--- src/rtl/free_reg_list_pkg.sv ---
// Shared machine constants for the rename free lists.
package free_reg_list_pkg;

  // Physical register file sizes (list depths must be powers of two).
  localparam int NUM_D_REG    = 32;
  localparam int NUM_S_REG    = 8;

  // Architectural data registers; physical 0..NUM_ARCH_REG-1 hold them at reset.
  localparam int NUM_ARCH_REG = 16;

endpackage

--- src/rtl/free_reg_list_if.sv ---
// Rename/retire side bus of the free register lists.
interface free_reg_list_if
  import free_reg_list_pkg::*;
#(
  parameter int D_DEPTH = NUM_D_REG,
  parameter int S_DEPTH = NUM_S_REG
);
  localparam int DAW = $clog2(D_DEPTH);
  localparam int SAW = $clog2(S_DEPTH);

  // Allocation (rename)
  logic           alloc_valid;
  logic           use_rw;
  logic           use_rs;
  logic [DAW-1:0] rw_addr;
  logic [SAW-1:0] rs_addr;
  logic           stall;

  // Return and commit (retire)
  logic           free_d_valid;
  logic [DAW-1:0] free_d_addr;
  logic           free_s_valid;
  logic [SAW-1:0] free_s_addr;
  logic           commit_rw;
  logic           commit_rs;
  logic           flush;

  // Status
  logic [DAW:0]   d_count;
  logic [SAW:0]   s_count;
  logic           overflow_err;

  modport master (
    output alloc_valid, use_rw, use_rs,
    output free_d_valid, free_d_addr, free_s_valid, free_s_addr,
    output commit_rw, commit_rs, flush,
    input  rw_addr, rs_addr, stall, d_count, s_count, overflow_err
  );

  modport slave (
    input  alloc_valid, use_rw, use_rs,
    input  free_d_valid, free_d_addr, free_s_valid, free_s_addr,
    input  commit_rw, commit_rs, flush,
    output rw_addr, rs_addr, stall, d_count, s_count, overflow_err
  );

endinterface

--- src/rtl/free_reg_list_fifo.sv ---
// One free list: circular buffer with speculative head, commit head and tail.
// Pointers carry one extra wrap bit so tail - head distinguishes full from empty;
// DEPTH must be a power of two so the low bits index the buffer directly.
module frl_fifo #(
  parameter  int DEPTH    = 32,
  parameter  int RST_BASE = 16,
  parameter  int RST_FILL = 16,
  localparam int AW       = $clog2(DEPTH),
  localparam int PW       = AW + 1
) (
  input  logic          clk,
  input  logic          rst,
  input  logic          alloc_i,
  input  logic          free_valid_i,
  input  logic [AW-1:0] free_addr_i,
  input  logic          commit_i,
  input  logic          flush_i,
  output logic [AW-1:0] head_addr_o,
  output logic [PW-1:0] count_o,
  output logic          overflow_o
);

  logic [AW-1:0] mem_q [DEPTH];
  logic [PW-1:0] head_q, head_d;
  logic [PW-1:0] chead_q, chead_d;
  logic [PW-1:0] tail_q, tail_d;
  logic          ovf_q, ovf_d;
  logic          commit_ok;
  logic          push_ok;

  // Entries still free counts from the speculative head, not the commit head.
  assign count_o     = tail_q - head_q;
  assign head_addr_o = mem_q[head_q[AW-1:0]];
  assign overflow_o  = ovf_q;

  // Pointer next-state: commit may not overtake head, full lists drop pushes,
  // and flush rewinds head to the commit head including this cycle's commit.
  always_comb begin
    commit_ok = commit_i && (chead_q != head_q);
    push_ok   = free_valid_i && (count_o != PW'(DEPTH));
    chead_d   = chead_q + PW'(commit_ok);
    tail_d    = tail_q + PW'(push_ok);
    head_d    = head_q;
    if (flush_i) begin
      head_d = chead_d;
    end else if (alloc_i) begin
      head_d = head_q + PW'(1);
    end
    ovf_d = ovf_q | (commit_i & ~commit_ok) | (free_valid_i & ~push_ok);
  end

  // Pointer and sticky error registers.
  always_ff @(posedge clk) begin
    if (rst) begin
      head_q  <= '0;
      chead_q <= '0;
      tail_q  <= PW'(RST_FILL);
      ovf_q   <= 1'b0;
    end else begin
      head_q  <= head_d;
      chead_q <= chead_d;
      tail_q  <= tail_d;
      ovf_q   <= ovf_d;
    end
  end

  // List storage: reset preloads the free registers, returns write at tail.
  always_ff @(posedge clk) begin
    if (rst) begin
      for (int i = 0; i < DEPTH; i++) begin
        mem_q[i] <= (i < RST_FILL) ? AW'(RST_BASE + i) : '0;
      end
    end else if (push_ok) begin
      mem_q[tail_q[AW-1:0]] <= free_addr_i;
    end
  end

endmodule

--- src/rtl/free_reg_list.sv ---
// Free physical register lists for data (D) and status (S) registers.
module free_reg_list
  import free_reg_list_pkg::*;
#(
  parameter int D_DEPTH = NUM_D_REG,
  parameter int S_DEPTH = NUM_S_REG
) (
  input logic            clk,
  input logic            rst,
  free_reg_list_if.slave frl
);

  logic alloc_go;
  logic d_ovf, s_ovf;

  // An allocation needs every list it uses to be non-empty; otherwise nothing moves.
  assign frl.stall = frl.alloc_valid &
                     ((frl.use_rw & (frl.d_count == '0)) |
                      (frl.use_rs & (frl.s_count == '0)));
  assign alloc_go  = frl.alloc_valid & ~frl.stall & ~frl.flush;

  assign frl.overflow_err = d_ovf | s_ovf;

  frl_fifo #(
    .DEPTH    (D_DEPTH),
    .RST_BASE (NUM_ARCH_REG),
    .RST_FILL (D_DEPTH - NUM_ARCH_REG)
  ) u_d_list (
    .clk          (clk),
    .rst          (rst),
    .alloc_i      (alloc_go & frl.use_rw),
    .free_valid_i (frl.free_d_valid),
    .free_addr_i  (frl.free_d_addr),
    .commit_i     (frl.commit_rw),
    .flush_i      (frl.flush),
    .head_addr_o  (frl.rw_addr),
    .count_o      (frl.d_count),
    .overflow_o   (d_ovf)
  );

  // Physical status register 0 holds the architectural status at reset.
  frl_fifo #(
    .DEPTH    (S_DEPTH),
    .RST_BASE (1),
    .RST_FILL (S_DEPTH - 1)
  ) u_s_list (
    .clk          (clk),
    .rst          (rst),
    .alloc_i      (alloc_go & frl.use_rs),
    .free_valid_i (frl.free_s_valid),
    .free_addr_i  (frl.free_s_addr),
    .commit_i     (frl.commit_rs),
    .flush_i      (frl.flush),
    .head_addr_o  (frl.rs_addr),
    .count_o      (frl.s_count),
    .overflow_o   (s_ovf)
  );

endmodule

--- src/flat_wrapper.sv ---
// flat-port wrapper written by rule: the top's interface ports become plain ports
module free_reg_list_flat import free_reg_list_pkg::*;
#(
  parameter int D_DEPTH = NUM_D_REG,
  parameter int S_DEPTH = NUM_S_REG
)
  (clk, rst, frl_alloc_valid, frl_use_rw, frl_use_rs, frl_free_d_valid, frl_free_d_addr, frl_free_s_valid, frl_free_s_addr, frl_commit_rw, frl_commit_rs, frl_flush, frl_rw_addr, frl_rs_addr, frl_stall, frl_d_count, frl_s_count, frl_overflow_err);
  free_reg_list_if #(.D_DEPTH(D_DEPTH), .S_DEPTH(S_DEPTH)) frl_i ();
  input logic clk;
  input logic rst;
  input wire logic [$bits(frl_i.alloc_valid)-1:0] frl_alloc_valid;
  input wire logic [$bits(frl_i.use_rw)-1:0] frl_use_rw;
  input wire logic [$bits(frl_i.use_rs)-1:0] frl_use_rs;
  input wire logic [$bits(frl_i.free_d_valid)-1:0] frl_free_d_valid;
  input wire logic [$bits(frl_i.free_d_addr)-1:0] frl_free_d_addr;
  input wire logic [$bits(frl_i.free_s_valid)-1:0] frl_free_s_valid;
  input wire logic [$bits(frl_i.free_s_addr)-1:0] frl_free_s_addr;
  input wire logic [$bits(frl_i.commit_rw)-1:0] frl_commit_rw;
  input wire logic [$bits(frl_i.commit_rs)-1:0] frl_commit_rs;
  input wire logic [$bits(frl_i.flush)-1:0] frl_flush;
  output wire logic [$bits(frl_i.rw_addr)-1:0] frl_rw_addr;
  output wire logic [$bits(frl_i.rs_addr)-1:0] frl_rs_addr;
  output wire logic [$bits(frl_i.stall)-1:0] frl_stall;
  output wire logic [$bits(frl_i.d_count)-1:0] frl_d_count;
  output wire logic [$bits(frl_i.s_count)-1:0] frl_s_count;
  output wire logic [$bits(frl_i.overflow_err)-1:0] frl_overflow_err;
  assign frl_i.alloc_valid = frl_alloc_valid;
  assign frl_i.use_rw = frl_use_rw;
  assign frl_i.use_rs = frl_use_rs;
  assign frl_i.free_d_valid = frl_free_d_valid;
  assign frl_i.free_d_addr = frl_free_d_addr;
  assign frl_i.free_s_valid = frl_free_s_valid;
  assign frl_i.free_s_addr = frl_free_s_addr;
  assign frl_i.commit_rw = frl_commit_rw;
  assign frl_i.commit_rs = frl_commit_rs;
  assign frl_i.flush = frl_flush;
  assign frl_rw_addr = frl_i.rw_addr;
  assign frl_rs_addr = frl_i.rs_addr;
  assign frl_stall = frl_i.stall;
  assign frl_d_count = frl_i.d_count;
  assign frl_s_count = frl_i.s_count;
  assign frl_overflow_err = frl_i.overflow_err;
  free_reg_list #(.D_DEPTH(D_DEPTH), .S_DEPTH(S_DEPTH)) u_core (.clk(clk), .rst(rst), .frl(frl_i));
endmodule
--- config.mk ---
export PLATFORM = sky130hd
export DESIGN_NAME = free_reg_list_flat
export DESIGN_NICKNAME = d
export VERILOG_FILES = /design/src/rtl/free_reg_list_pkg.sv /design/src/rtl/free_reg_list_if.sv /design/src/rtl/free_reg_list_fifo.sv /design/src/rtl/free_reg_list.sv /design/src/flat_wrapper.sv
export SDC_FILE = /design/constraint.sdc
export NUM_CORES = 1
export LEC_CHECK = 0
export CAP_MARGIN = 0
export CORE_ASPECT_RATIO = 0.6
export CORE_UTILIZATION = 45
export CTS_BUF_LIST = sky130_fd_sc_hd__clkbuf_8
export CTS_CLUSTER_SIZE = 24
export DETAILED_ROUTE_END_ITERATION = 16
export GPL_TIMING_DRIVEN = 0
export SYNTH_ARGS = -nofsm -noshare
export SYNTH_HDL_FRONTEND = slang
export SYNTH_SLANG_ARGS = --single-unit
export TNS_END_PERCENT = 50
--- constraint.sdc ---
create_clock -name clk -period 9 [get_ports clk]
set_input_delay 0.9 -clock clk [delete_from_list [all_inputs] [get_ports clk]]
set_output_delay 0.9 -clock clk [all_outputs]
set_load 0.1 [all_outputs]
==> flow_summary.json <==
{
  "status": "complete, no violations",
  "h-tree-depth": 2,
  "antenna_found_initial": 0,
  "clock-sinks": 224,
  "cts_tree": "yes",
  "antenna_left": 0,
  "crit_cells": 10,
  "postLayoutCellArea_mm2": 0.01212,
  "finalSetupViolCount": 0,
  "dpl.hpwl_um": 20640,
  "cts-root-buf": "clkbuf_8",
  "dieArea_mm2": 0.02447,
  "p_leak_nw": 3.924,
  "finalCriticalPeriod_ns": 5.314,
  "synthTopCellsByArea": "edfxtp_1, mux4_2, dfxtp_1",
  "overflow": 0,
  "synth_top_area_share_pct": 51.53,
  "clk_pin_slew_ns": 0.06,
  "syn_inst": 847,
  "fmax_mhz": 188.2,
  "synth-edff-count": 184,
  "cts_resized": 0,
  "drv_slew": 0,
  "routed_via_density": 5.734,
  "antenna_cells": 0,
  "rrSetupSlack_ns": 4.74,
  "required_ns": 8.10,
  "tns_ns": 0,
  "skew_ns": 0.02170,
  "crit_path_max_incr_delay_ns": 1.14,
  "seq_area_frac_synth_pct": 59.00,
  "synth.avg_cell_area_um2": 12.66,
  "core_mm2": 0.02324,
  "crit_type": "reg2out",
  "dpl.cell_count": 1195,
  "timing.hold.ws_ns": 0.5020,
  "num_vias": 7185,
  "dpl_cell_area_mm2": 0.01145,
  "r2r-start": "u_core.u_d_list.tail_q[0]$_SDFF_PP0_",
  "cts-hold-fix-buffers": 0,
  "post-cts-setup-buffers": 0,
  "cap_violations": 0,
  "path_delay_family": "buffers and inverters",
  "total_power_mw": 2.614,
  "avgRoutedWirePerCell_um": 23.05,
  "ys_ff_latch": 224,
  "pin_count": 38,
  "yosysMostFrequentCell": "edfxtp_1",
  "dp_worst_setup_slack_ns": 4.281,
  "worstPathArrival_ns": 4.41,
  "synth_cell_types": 63,
  "drive_gt1_share_pct": 16.20,
  "synth_nets": 885,
  "rr_worst_depth": 10,
  "syn_area_mm2": 0.01072,
  "hp-start": "u_core.u_d_list.overflow_o$_SDFF_PP0_",
  "ys.flop_type": "edfxtp_1",
  "tightest_slew_ns": 1.281,
  "powerDensity_mw_per_mm2": 215.7,
  "dieHeight_um": 121.6,
  "die_w_um": 201.3,
  "worst_slack_ns": 3.686,
  "drtIter0Drc": 796,
  "place_congestion": 0.8436,
  "finalNetCount": 956,
  "utilization_pct": 52.14,
  "synth_top_area_cell": "edfxtp_1",
  "clock_path_buffers": 3,
  "grt_pass1_vias": 6849,
  "totalWireLength_um": 28890,
  "numCtsBuffers": 36,
  "rsz0062_at_grt": "no",
  "drc": 0,
  "cp-start-kind": "register",
  "netlist_top_cells_count": "edfxtp_1, nor2_1, nand2_1",
  "synthArstFlopShare_pct": 0,
  "rows": 43,
  "worstSetupEndpointType": "primary output",
  "crit_end": "frl_stall",
  "area.growth.synth_to_final_pct": 13.02,
  "hp-class": "reg2reg",
  "grt_usage_pct": 24.36,
  "cp_max_fo": 8,
  "grt_pass1_wl_um": 43250,
  "dr.pass1.iters": 5,
  "port_buffers": 33,
  "period_share_pct": 59.05,
  "initial_core_util_pct": 46.13,
  "slowest_stage": "clkdlybuf4s50_1",
  "hold_viol_final": 0,
  "maxSlewHeadroom_pct": 14.45,
  "critPathBufInv": 3,
  "final_cells": 1253,
  "path_cells": "clkinv_1 -> ha_1 -> fa_1 -> inv_1 -> nor4_1 -> mux2_2 -> nor4b_4 -> a32oi_1 -> nor2b_1 -> clkdlybuf4s50_1",
  "crit_start": "u_core.u_d_list.tail_q[0]$_SDFF_PP0_",
  "yosysWarnings": 0,
  "grt_max_degree": 11,
  "r2r-end": "u_core.u_d_list.mem_q[11][2]$_SDFFCE_PN0P_",
  "vdd_drop_max_mv": 0.1791,
  "clk_latency_ns": 0.53
}
[flip-flops by register name, indices dropped and copies added (netlist names), named ones only]
signal and count:
u_core.u_d_list.mem_q 160, u_core.u_s_list.mem_q 24, u_core.u_d_list.chead_q 6, u_core.u_d_list.head_q 6
u_core.u_d_list.tail_q 6, u_core.u_s_list.chead_q 4, u_core.u_s_list.head_q 4, u_core.u_s_list.tail_q 4
u_core.u_d_list.overflow_o 1, u_core.u_s_list.overflow_o 1
[final cells by class]
class	instances	area (um^2)
flip-flops and latches	224	6326
clock buffers	40	550.5
fillers	2042	11120
plain buffers	56	232.7
inverters	24	90.09
clock inverters	18	121.4
multi-input cells	543	4074
repair buffers	33	330.3
well taps	315	394.1
[routing by layer]
layer	track usage (%)	wire, um	up-vias
met5	0	0	-
met4	4.972	424	0
met3	7.303	3355	41
met2	31.01	10890	340
met1	39.81	14220	3578
li1	-	-	3226
[worst register-to-register path, delay by kind of cell (launching register included)]
family	cells	cell delay (ns)
compound gates	3	1.27
fa+ha+maj	2	0.71
buf+inv	2	0.60
flops	1	0.37
mux	1	0.33
simple gates	2	0.58
[power breakdown]
| part | internal (mW) | switching, mW |
|---|---|---|
| combinational | 0.183 | 0.386 |
| clock | 0.460 | 0.398 |
| sequential | 1.16 | 0.0266 |
| total | 1.80 | 0.810 |
[placed cells by master (no fill, tap or decap), types with 12 or more instances in the layout]
cell / count
xnor2_1: 17
clkbuf_1: 32
o21ai_0: 36
or3_1: 19
inv_1: 37
clkbuf_8: 40
xor2_1: 14
clkdlybuf4s50_1: 33
nand3_1: 12
ha_1: 18
dfxtp_1: 40
edfxtp_1: 184
a21oi_1: 12
mux4_2: 56
buf_2: 18
nor2_1: 145
nand2_1: 94
[logic make-up (layout without fill, tap and decap cells)]
| group | after synthesis | after routing | synth area share [%] |
|---|---|---|---|
| xor gates and xnor gates | 33 | 33 | 2.836 |
| AOI/OAI and AO/OA | 80 | 80 | 4.959 |
| adders and majority gates | 20 | 20 | 2.474 |
| muxes | 66 | 66 | 12.80 |
| buffers and inverters | 80 | 171 | 3.011 |
| DFF | 224 | 224 | 59.00 |
| and+or+nand+nor | 344 | 344 | 14.92 |
[how the worst min path moves through the flow]
stage                                                        to  cells past startpoint
after floorplan           u_core.u_s_list.overflow_o$_SDFF_PP0_                      2
after global placement    u_core.u_s_list.overflow_o$_SDFF_PP0_                      2
after detailed placement  u_core.u_s_list.overflow_o$_SDFF_PP0_                      2
after CTS                 u_core.u_s_list.overflow_o$_SDFF_PP0_                      2
after global routing      u_core.u_d_list.overflow_o$_SDFF_PP0_                      1
final                     u_core.u_d_list.overflow_o$_SDFF_PP0_                      1
No activity file was read; power rests on OpenSTA's default activity.
